[config.mk]
export PLATFORM = sky130hd
export DESIGN_NAME = dest_decoder_4d_8b
export DESIGN_NICKNAME = d
export VERILOG_FILES = /design/src/rtl/dest_decoder_4d_8b_pkg.sv /design/src/rtl/dest_decoder_4d_8b_fifo.sv /design/src/rtl/dest_decoder_4d_8b.sv
export SDC_FILE = /design/constraint.sdc
export NUM_CORES = 1
export LEC_CHECK = 0
export BUFFER_PORTS_ARGS = -buffer_cell sky130_fd_sc_hd__buf_4
export CAP_MARGIN = 20
export CORE_MARGIN = 1
export CORE_UTILIZATION = 35
export CTS_CLUSTER_DIAMETER = 60
export DETAILED_ROUTE_END_ITERATION = 16
export HOLD_SLACK_MARGIN = 0.06
export SYNTH_ARGS = -nofsm -noshare
export SYNTH_HDL_FRONTEND = slang
export SYNTH_SLANG_ARGS = --single-unit
export TNS_END_PERCENT = 10
[constraint.sdc]
create_clock -name clk -period 3.4 [get_ports clk]
set_input_delay 0.17 -clock clk [delete_from_list [all_inputs] [get_ports clk]]
set_output_delay 0.17 -clock clk [all_outputs]
set_load 0.01 [all_outputs]
[src/rtl/dest_decoder_4d_8b_pkg.sv]
// Shared definitions for the MiniComputer destination decoder and its
// source-select mux counterpart, so both sides use identical encodings.
//   DEST_N        : number of loadable destinations
//   DEFAULT_WIDTH : default data bus width
//   entry_t       : buffered write {dest, data} at the default width
//   onehot4()     : binary destination code to one-hot load strobe
package dest_decoder_4d_8b_pkg;

    localparam int unsigned DEST_N        = 4;
    localparam int unsigned DEFAULT_WIDTH = 8;

    typedef struct packed {
        logic [1:0]               dest;
        logic [DEFAULT_WIDTH-1:0] data;
    } entry_t;

    function automatic logic [DEST_N-1:0] onehot4(input logic [1:0] code);
        return 4'b0001 << code;
    endfunction

endpackage

[src/rtl/dest_decoder_4d_8b_fifo.sv]
// Generic DEPTH x WIDTH FIFO with occupancy count, full and empty flags.
// Ports:
//   clk, rst_n      : clock, asynchronous active-low reset (clears pointers/count)
//   push, wdata     : write strobe and data; caller must not push while full
//   pop             : read strobe; caller must not pop while empty
//   rdata           : entry at the read pointer (valid when !empty)
//   count           : occupancy 0..DEPTH
//   full, empty     : occupancy flags
module dest_decoder_4d_8b_fifo #(
    parameter int unsigned WIDTH = 10,
    parameter int unsigned DEPTH = 2
) (
    input  logic                       clk,
    input  logic                       rst_n,
    input  logic                       push,
    input  logic [WIDTH-1:0]           wdata,
    input  logic                       pop,
    output logic [WIDTH-1:0]           rdata,
    output logic [$clog2(DEPTH+1)-1:0] count,
    output logic                       full,
    output logic                       empty
);

    localparam int unsigned PtrW = $clog2(DEPTH);
    localparam int unsigned CntW = $clog2(DEPTH+1);
    localparam logic [CntW-1:0] CntFull = CntW'(DEPTH);

    logic [WIDTH-1:0] mem [DEPTH];
    logic [PtrW-1:0]  wr_ptr_q, wr_ptr_d;
    logic [PtrW-1:0]  rd_ptr_q, rd_ptr_d;
    logic [CntW-1:0]  count_q, count_d;

    // DEPTH is a power of two, so pointers wrap naturally at their width.
    always_comb begin
        wr_ptr_d = wr_ptr_q;
        rd_ptr_d = rd_ptr_q;
        count_d  = count_q;
        if (push) begin
            wr_ptr_d = wr_ptr_q + 1'b1;
        end
        if (pop) begin
            rd_ptr_d = rd_ptr_q + 1'b1;
        end
        unique case ({push, pop})
            2'b10:   count_d = count_q + 1'b1;
            2'b01:   count_d = count_q - 1'b1;
            default: count_d = count_q;
        endcase
    end

    always_ff @(posedge clk or negedge rst_n) begin
        if (!rst_n) begin
            wr_ptr_q <= '0;
            rd_ptr_q <= '0;
            count_q  <= '0;
        end else begin
            wr_ptr_q <= wr_ptr_d;
            rd_ptr_q <= rd_ptr_d;
            count_q  <= count_d;
        end
    end

    // Storage is not reset; stale contents are never presented because
    // the read side is gated by empty.
    always_ff @(posedge clk) begin
        if (push) begin
            mem[wr_ptr_q] <= wdata;
        end
    end

    assign rdata = mem[rd_ptr_q];
    assign count = count_q;
    assign full  = (count_q == CntFull);
    assign empty = (count_q == '0);

endmodule

[src/rtl/dest_decoder_4d_8b.sv]
// Buffered binary-addressed write path to four loadable destinations.
// A write {in_dest, in_data} is queued, then presented as a one-hot load
// strobe plus shared data bus until the selected destination accepts it.
// Ports:
//   clk, rst_n         : clock, asynchronous active-low reset
//   in_valid/in_ready  : write request handshake
//   in_dest, in_data   : destination code 0..3 and write data
//   dst_ready[3:0]     : per-destination accept
//   ld[3:0]            : one-hot load strobe, zero when idle
//   W                  : data for the selected destination, zero when idle
//   busy               : FIFO not empty
module dest_decoder_4d_8b
    import dest_decoder_4d_8b_pkg::*;
#(
    parameter int unsigned WIDTH = DEFAULT_WIDTH,
    parameter int unsigned DEPTH = 2
) (
    input  logic              clk,
    input  logic              rst_n,
    input  logic              in_valid,
    output logic              in_ready,
    input  logic [1:0]        in_dest,
    input  logic [WIDTH-1:0]  in_data,
    input  logic [DEST_N-1:0] dst_ready,
    output logic [DEST_N-1:0] ld,
    output logic [WIDTH-1:0]  W,
    output logic              busy
);

    // Same layout as entry_t, sized by this instance's WIDTH.
    typedef struct packed {
        logic [1:0]       dest;
        logic [WIDTH-1:0] data;
    } entry_w_t;

    entry_w_t                   wr_entry;
    entry_w_t                   head;
    logic [$clog2(DEPTH+1)-1:0] fifo_count;
    logic                       fifo_full;
    logic                       fifo_empty;
    logic                       push;
    logic                       pop;

    assign wr_entry = '{dest: in_dest, data: in_data};

    dest_decoder_4d_8b_fifo #(
        .WIDTH (2 + WIDTH),
        .DEPTH (DEPTH)
    ) u_fifo (
        .clk   (clk),
        .rst_n (rst_n),
        .push  (push),
        .wdata (wr_entry),
        .pop   (pop),
        .rdata (head),
        .count (fifo_count),
        .full  (fifo_full),
        .empty (fifo_empty)
    );

    // No pass-through when full: a pop frees space only for the next cycle.
    assign in_ready = !fifo_full;
    assign push     = in_valid && in_ready;

    // Only the ready bit of the head's own destination matters.
    assign pop = !fifo_empty && dst_ready[head.dest];

    always_comb begin
        ld = '0;
        W  = '0;
        if (!fifo_empty) begin
            ld = onehot4(head.dest);
            W  = head.data;
        end
    end

    assign busy = (fifo_count != '0);

endmodule

# After elaboration in Yosys (flattened, before gate mapping)
# Memory sizes are Yosys's and may differ from the RTL's.
# Cells that the tools add are included.
# totals
reg_bits,4
wordCells,27
mem_bits_rw,20
n_memories,1
# classes
n_eq_ne,3
addsub,4
order_cmp,1
n_reduce_logical,7
muxes,7
n_shift,1
# mem_list
name,words,word_bits,read_ports,rd_clocked_by_memory_dff,write_ports,line,source
u_fifo.mem,2,10,1,0,1,dest_decoder_4d_8b_fifo.sv:28,logic [WIDTH-1:0] mem [DEPTH];
# op_table
op,n
$mux 8,1
$eq 2x2->1 const B,2
$mux 4,1
$pmux 2 s2,1
$reduce_bool 2->1,2
$shl 1x2->4 const A,1
$lt 2x3->1 const B,1
$mux 1,3
$add 1x1->1 const B,2
$add 2x1->2 const B,1
$bmux 1 s2,1
$eq 2x1->1 const B,1
$logic_and 1x1->1,2
$logic_not 1->1,2
$logic_not 2->1,1
$sub 2x1->2 const B,1

# Depth between registers and ports, before layout
# Gate-level depths: netlist of run 1.
# An unclocked memory read counts as a cell.
# logic_depth
word_depth,6
mapped_depth,9

# Hierarchy
# A second synthesis of run 1 with hierarchy kept.
# unflattened
cells_unflattened,65
area_unflattened_um2,1048.5
# by_module_without_submodules
module,instances,seq_area_each_um2,area_per_inst_um2,cells_each
dest_decoder_4d_8b_fifo,1,700.7,907.1,47
dest_decoder_4d_8b,1,0.0,141.4,18

# Worst setup path after synthesis of run 1
# No wires, ideal clock.
# synth_path
kind,register -> register
start,reg u_fifo.rd_ptr_q
end,"reg u_fifo.count_q[1], in the netlist u_fifo.count[1]"
path_stages_with_launch,9
required_time_ns,3.321
setup_slack_ns,1.596
arrival_ns,1.724
setup_ns,0.079
cell_sequence,dfrtp_1 > buf_6 > mux2i_4 > mux2i_1 > a21boi_1 > a311oi_1 > ha_1 > nor2_1 > xor2_1
# synth_between
elab_chain_len,6
elab_cells_between_ends,8
classes_between,eq/ne (2); mux (3); reduce/logical (2); memory (1)
# synth_lines
element,line,source
start: declaration,dest_decoder_4d_8b_fifo.sv:30,"logic [PtrW-1:0] rd_ptr_q, rd_ptr_d;"
start signal: assignment,dest_decoder_4d_8b_fifo.sv:58,rd_ptr_q <= rd_ptr_d;
$mem_v2 2x10 *,n/a,
$bmux 1 s2 *,dest_decoder_4d_8b.sv:66,assign pop = !fifo_empty && dst_ready[head.dest];
$mux 1 (not written as such) *,dest_decoder_4d_8b.sv:66,
$logic_and 1x1->1 *,dest_decoder_4d_8b.sv:66,
net pop,dest_decoder_4d_8b.sv:42,logic pop;
$eq 2x1->1 or $eq 2x2->1 (tied branches),dest_decoder_4d_8b_fifo.sv:44,"unique case ({push, pop})"
$pmux 2 s2 or $reduce_bool 2->1 (tied branches),n/a,
end signal: assignment,dest_decoder_4d_8b_fifo.sv:59,count_q <= count_d;
end: declaration,dest_decoder_4d_8b_fifo.sv:31,"logic [CntW-1:0] count_q, count_d;"
# Mark *: on every way through the listed nets, which the timed path passes. The rest lies on a longest branch. The select of a mux whose other input is x is not followed.
# A chain may end at the register's enable or synchronous reset.

# Final worst setup path of run 1
# Ends and elaborated chain as after synthesis.

==> flow_summary_export.csv, run 1 <==
group,metric,value,unit
outcome,status,"complete, but fails checks",
outcome,violations,"design-rule violations",
global_routing,grt-ovfl-total,0,
drt,routedWlPerCell,12.9,um
clock_network,clockBufferDepth,2,
worst_setup_path,regToRegSetupSlack,0.96,ns
pwr,irDropWorstVdd,469,uV
worst_setup_path,startpoint_type,"register",
sta,rsz0062_at_grt,"no",
sta,finalCritPeriodShare,71.8,%
placed_design,place_hpwl,1350,um
worst_setup_path,worstPathArrival,2.69,ns
sta,holdWs,0.188,ns
cells_and_area,design_area,1500,um2
pwr,p_leak,0.635,nW
cells_and_area,finalNonFillerCells,155,
die,core,2830,um2
clock_network,cts-root-buf,"clkbuf_4",
global_routing,grt_use_total,13.7,%
cells_and_area,antennaDiodeCount,0,
clock_network,cts_sinks,24,
cells_and_area,final_util,52.9,%
drt,vias_per_cell,4.74,
worst_setup_path,reg2regPathDepth,7,
sta,fin_setup_tns,0,ns
pwr,power,1.24,mW
cells_and_area,drive_above_1_share,29.0,%
drt,drc_errors,2,
global_routing,grt_pass1_vias,760,
die,row_count,19,
clock_network,path_clk_slew,0.13,ns
worst_setup_path,slowest_stage,"dfrtp_1",
clock_network,cts_buffers,3,
worst_setup_path,path_max_fanout,17,
yosys,synth_top_cells_by_area,"edfxtp_1 (56%), dfrtp_1 (9.3%), mux2i_1 (9.3%), nor2_1 (5.6%), xnor2_1 (2.4%)",
placed_design,placedInstanceArea,1330,um2
global_routing,antenna_found_initial,0,
yosys,synth_nets,99,
cells_and_area,area_delta_synth_final,38.3,%
yosys,ys.warnings.count,0,
yosys,ys_seq_area_share,64.8,%
placed_design,dp.cells,140,
sta,hold_violations,0,
yosys,synthCells,81,
worst_setup_path,timing.rr.start,"u_fifo.rd_ptr_q",
worst_setup_path,crit_type,"register to register",
yosys,syn_area,1080,um2
yosys,synth_top_area_share,55.6,%
sta,finClkSkew,0.00141,ns
worst_setup_path,crit_path_max_incr_delay,0.85,ns
drt,drt_wl_total,1990,um
worst_setup_path,cp_top_family,"flip-flops",
worst_setup_path,end_kind,"register",
worst_hold_path,hp-class,"input port to asynchronous set/reset pin",
sta,worst_pin_slew,0.819,ns
die,start_util,38.2,%
sta,setup_violations,0,
clock_network,clock_latency,0.31,ns
placed_design,place.gp.congestion,0.714,
die,die_width,57.6,um
sta,fmax,0.410,GHz
die,die-area,3310,um2
yosys,yosys_register_bits,24,
worst_setup_path,r2r-end,"u_fifo.count[1]",
worst_setup_path,crit_buf_inv,0,
yosys,ys_types,25,
worst_setup_path,cp.required,3.65,ns
yosys,avgSynthCellArea,13.3,um2
worst_setup_path,crit_chain,"mux2i_4 > mux2i_1 > a21boi_1 > a311oi_1 > ha_1 > nor2_1 > xor2_1",
drt,dr_total_vias,734,
clock_network,ctsResizeCount,0,
drt,ant_nets,0,
die,ioPinCount,31,
sta,setup_slack,0.960,ns
global_routing,grt_max_degree,18,
sta,fin_crit,2.44,ns
die,fp.dieH,57.6,um
sta,relSlewSlack,45.2,%
sta,drv_slew,0,
clock_network,htreeDepth,1,
drt,drtPass1Iterations,10,
clock_network,cts_tree,"built",
placed_design,numPortBuffers,30,
global_routing,grt_pass1_wl,3370,um
yosys,yosysTopAreaCell,"edfxtp_1",
job,maxCapViolCount,0,
placed_design,pre_cts_slack,0.951,ns
cells_and_area,nets,143,
drt,drtIter0Drc,35,
pwr,powerDensity,826,nW/um2
[state kept, by name, summed over array words and instances (netlist names)]
name / flops
u_fifo.mem: 20
u_fifo.count: 2
u_fifo.rd_ptr_q: 1
u_fifo.wr_ptr_q: 1
[placed cells by master (no fill, tap or decap)]
cell type,n
o31ai_1,1
nor3_1,1
bufinv_16,1
a21boi_1,1
a21o_1,1
a21oi_1,3
and3_1,1
nand3b_1,1
buf_4,31
a311oi_1,1
nor2b_1,2
inv_1,3
ha_1,1
nand2_1,3
edfxtp_1,20
nand2b_1,2
a22oi_1,1
dlygate4sd3_1,11
nor2_1,16
xnor2_1,3
dfrtp_1,4
a222oi_1,1
mux2i_1,10
clkbuf_4,3
mux2i_4,1
xor2_1,1
[cells in the mapped netlist]
cell	n
nor3_1	1
dfrtp_1	4
a311oi_1	1
edfxtp_1	20
nor2b_1	2
and3_1	1
a21boi_1	1
clkbuf_1	1
o31ai_1	1
nand2_1	3
ha_1	1
buf_6	1
a22oi_1	1
nor2_1	16
mux2i_1	10
xor2_1	1
xnor2_1	3
a21o_1	1
nand3b_1	1
mux2i_4	1
buf_2	1
nand2b_1	2
inv_1	3
a222oi_1	1
a21oi_1	3
[per-layer routing]
| metal | vias up | share of wire (%) | wire (um) | GRT usage (%) |
|---|---|---|---|---|
| li1 | 375 | - | - | - |
| met1 | 336 | 46 | 912 | 16.8 |
| met3 | 2 | 4.3 | 86 | 1.36 |
| met5 | - | 0 | 0 | 0 |
| met2 | 21 | 49 | 979 | 24.1 |
| met4 | 0 | 0.70 | 14 | 6.27 |
[cell type report]
| class | instances | area [um2] |
|---|---|---|
| Inverter | 3 | 11.3 |
| Fill cell | 248 | 1330 |
| Sequential cell | 24 | 701 |
| Clock buffer | 3 | 22.5 |
| Multi-Input combinational cell | 51 | 349 |
| Clock inverter | 1 | 30.0 |
| Tap cell | 31 | 38.8 |
| Timing Repair Buffer | 42 | 343 |
[how the worst max path moves through the flow]
stage / cells past startpoint / end / start / slack (ns)
4_1_cts: 7 / u_fifo.count[1] / u_fifo.rd_ptr_q / 0.93
5_1_grt: 7 / u_fifo.count[1] / u_fifo.rd_ptr_q / 0.70
2_1_floorplan: 8 / u_fifo.count[1] / u_fifo.rd_ptr_q / 1.60
3_5_place_dp: 7 / u_fifo.count[1] / u_fifo.rd_ptr_q / 0.95
3_3_place_gp: 7 / u_fifo.count[1] / u_fifo.rd_ptr_q / 1.04
6_report: 7 / u_fifo.count[1] / u_fifo.rd_ptr_q / 0.96
[report_power, final]
| group | internal [mW] | leakage [nW] | total, mW | switching, mW |
|---|---|---|---|---|
| Clock | 0.119 | 0.0279 | 0.204 | 0.0850 |
| Sequential | 0.411 | 0.233 | 0.493 | 0.0818 |
| Combinational | 0.285 | 0.375 | 0.539 | 0.254 |
[cells by family (layout without fill, tap and decap cells)]
kind of cell               Yosys count  after routing  share of synthesized area (%)
buffers and inverters                6             49                           2.89
muxes                               11             11                           11.3
and+or+nand+nor                     26             26                           10.6
xor gates and xnor gates             4              4                           3.24
DFF                                 24             24                           64.8
adders and majority gates            1              1                           1.16
AOI/OAI and AO/OA                    9              9                           5.90
[timing repair]
item / in CTS / in global routing
hold endpoints to repair: 24 / 0
buffers inserted: 0 / 0
endpoints found under the setup margin: 0 / 0
hold buffers: 11 / 0
Note: power is estimated with default switching activity, not from simulation.
==> run 2: changes to the inputs <==
==> constraint.sdc (replaced) <==
create_clock -name clk -period 2.2 [get_ports clk]
set_input_delay 0.11 -clock clk [delete_from_list [all_inputs] [get_ports clk]]
set_output_delay 0.11 -clock clk [all_outputs]
set_load 0.01 [all_outputs]
==> flow_summary_export.csv, run 2 (synthesis gave the netlist of run 1 again) <==
group,metric,value,unit
worst_setup_path,cp.required,2.44,ns
clock_network,postCtsSetupRepairBufs,0,
pwr,switchingPower,642,uW
clock_network,cts_buffers,3,
drt,routedWlPerCell,12.3,um
drt,drtPass1Iterations,10,
clock_network,clockBufferDepth,2,
drt,vias_per_cell,4.89,
drt,drt_wl_total,1920,um
job,maxCapViolCount,0,
sta,setup_violations,0,
die,row_count,19,
pwr,irDropWorstVdd,466,uV
clock_network,cts-root-buf,"clkbuf_4",
sta,fmax,0.515,GHz
placed_design,placedInstanceArea,1350,um2
die,die_width,57.6,um
global_routing,grt_pass1_wl,3260,um
global_routing,grt_max_degree,17,
global_routing,grt_use_total,13.1,%
cells_and_area,final_util,52.5,%
cells_and_area,largest_reg_flops,20,
die,core,2830,um2
cells_and_area,drive_above_1_share,29.4,%
worst_setup_path,crit_chain,"mux2i_4 > mux2i_1 > a21boi_1 > a311oi_1 > ha_1 > nor2_1 > xor2_1",
die,fp.dieH,57.6,um
worst_hold_path,hp-class,"input port to asynchronous set/reset pin",
sta,setup_slack,0.260,ns
sta,hold_violations,0,
sta,drv_slew,0,
global_routing,grt-ovfl-total,0,
die,ioPinCount,31,
worst_setup_path,crit_type,"register to register",
global_routing,antenna_found_initial,0,
worst_setup_path,regToRegSetupSlack,0.26,ns
worst_setup_path,end_kind,"register",
pwr,p_leak,0.633,nW
cells_and_area,antennaDiodeCount,0,
global_routing,grt_pass1_vias,771,
clock_network,path_clk_slew,0.12,ns
drt,dr_total_vias,767,
clock_network,clock_latency,0.31,ns
pwr,powerDensity,1210,nW/um2
drt,drc_errors,2,
placed_design,place.gp.congestion,0.766,
pwr,p_int,1.16,mW
sta,rsz0062_at_grt,"no",
cells_and_area,nets,145,
drt,drtIter0Drc,17,
sta,worst_pin_slew,0.476,ns
outcome,violations,"design-rule violations",
sta,fin_setup_tns,0,ns
pwr,switching_share,35.6,%
cells_and_area,area_delta_synth_final,37.3,%
worst_setup_path,slowest_stage,"edfxtp_1",
sta,finalCritPeriodShare,88.2,%
drt,ant_nets,0,
worst_setup_path,startpoint_type,"register",
worst_setup_path,path_max_fanout,5,
placed_design,numPortBuffers,30,
clock_network,htreeDepth,1,
cells_and_area,regMostFlops,"u_fifo.mem",
pwr,power,1.80,mW
worst_setup_path,worstPathArrival,2.18,ns
die,die-area,3310,um2
placed_design,place_hpwl,1300,um
worst_setup_path,crit_path_max_incr_delay,0.50,ns
outcome,status,"complete, but fails checks",
sta,finClkSkew,0.00360,ns
pwr,p_seq_share,39.3,%
placed_design,pre_cts_slack,0.280,ns
cells_and_area,design_area,1480,um2
clock_network,cts_sinks,24,
cells_and_area,final_cell_mix,"buf_4 (33), edfxtp_1 (20), nor2_1 (16)",
worst_setup_path,crit_buf_inv,0,
pwr,clkPwrFrac,10.5,%
die,start_util,38.2,%
clock_network,cts_tree,"built",
worst_setup_path,cp_top_family,"multiplexers",
cells_and_area,final_common_cell,"buf_4",
sta,fin_crit,1.94,ns
pwr,p_comb_share,50.2,%
sta,relSlewSlack,68.3,%
-- run 2: through the flow --
step / instances / hold WS [ns]
2_1_floorplan: 81 / -0.186
3_3_place_gp: 142 / -0.0886
3_5_place_dp: 142 / -0.0855
4_1_cts: 157 / 0.102
5_1_grt: 157 / 0.0958
6_report: 157 / 0.112
-- run 2: metal layers --
metal / routed length [um] / vias to the layer above / GRT usage (%) / share of wire [%]
met4: 52 / 0 / 8.01 / 2.7
met1: 810 / 358 / 15.3 / 42
li1: - / 378 / - / -
met5: 0 / - / 0 / 0
met3: 105 / 7 / 2.04 / 5.5
met2: 956 / 24 / 22.6 / 50
-- run 2: final timing paths --
check | endpoint | cells after the start | from
min in group clk | u_fifo.wr_ptr_q | 3 | in_valid
worst min register to register | u_fifo.wr_ptr_q | 1 | u_fifo.wr_ptr_q
worst min-delay path | u_fifo.rd_ptr_q | 2 | rst_n
worst max-delay path | u_fifo.count[1] | 7 | u_fifo.mem[0][8]
worst max register to register | u_fifo.count[1] | 7 | u_fifo.mem[0][8]
max in group asynchronous | u_fifo.count[0] | 2 | rst_n
-- run 2: cell type report --
type / instances / area [um2]
clock buffer: 3 / 22.5
timing repair buffer: 44 / 358
inverter: 3 / 11.3
tap: 31 / 38.8
clock inverter: 1 / 3.75
sequential: 24 / 701
fill: 257 / 1350
multi-input combinational: 51 / 349
-- run 2: repair_timing --
action,in CTS,in global routing
hold buffers,11,0
gates resized for setup,0,0
hold endpoints to repair,24,0
-- run 2: power by group through the flow --
| stage | logic (mW) | registers (mW) | clock network, mW |
|---|---|---|---|
| finish | 0.905 | 0.708 | 0.189 |
| CTS | 0.919 | 0.709 | 0.199 |
| floorplan | 0.586 | 0.697 | 0 |
| global route | 1.00 | 0.724 | 0.211 |
| global placement | 0.891 | 0.713 | 0 |
| detailed placement | 0.898 | 0.720 | 0 |
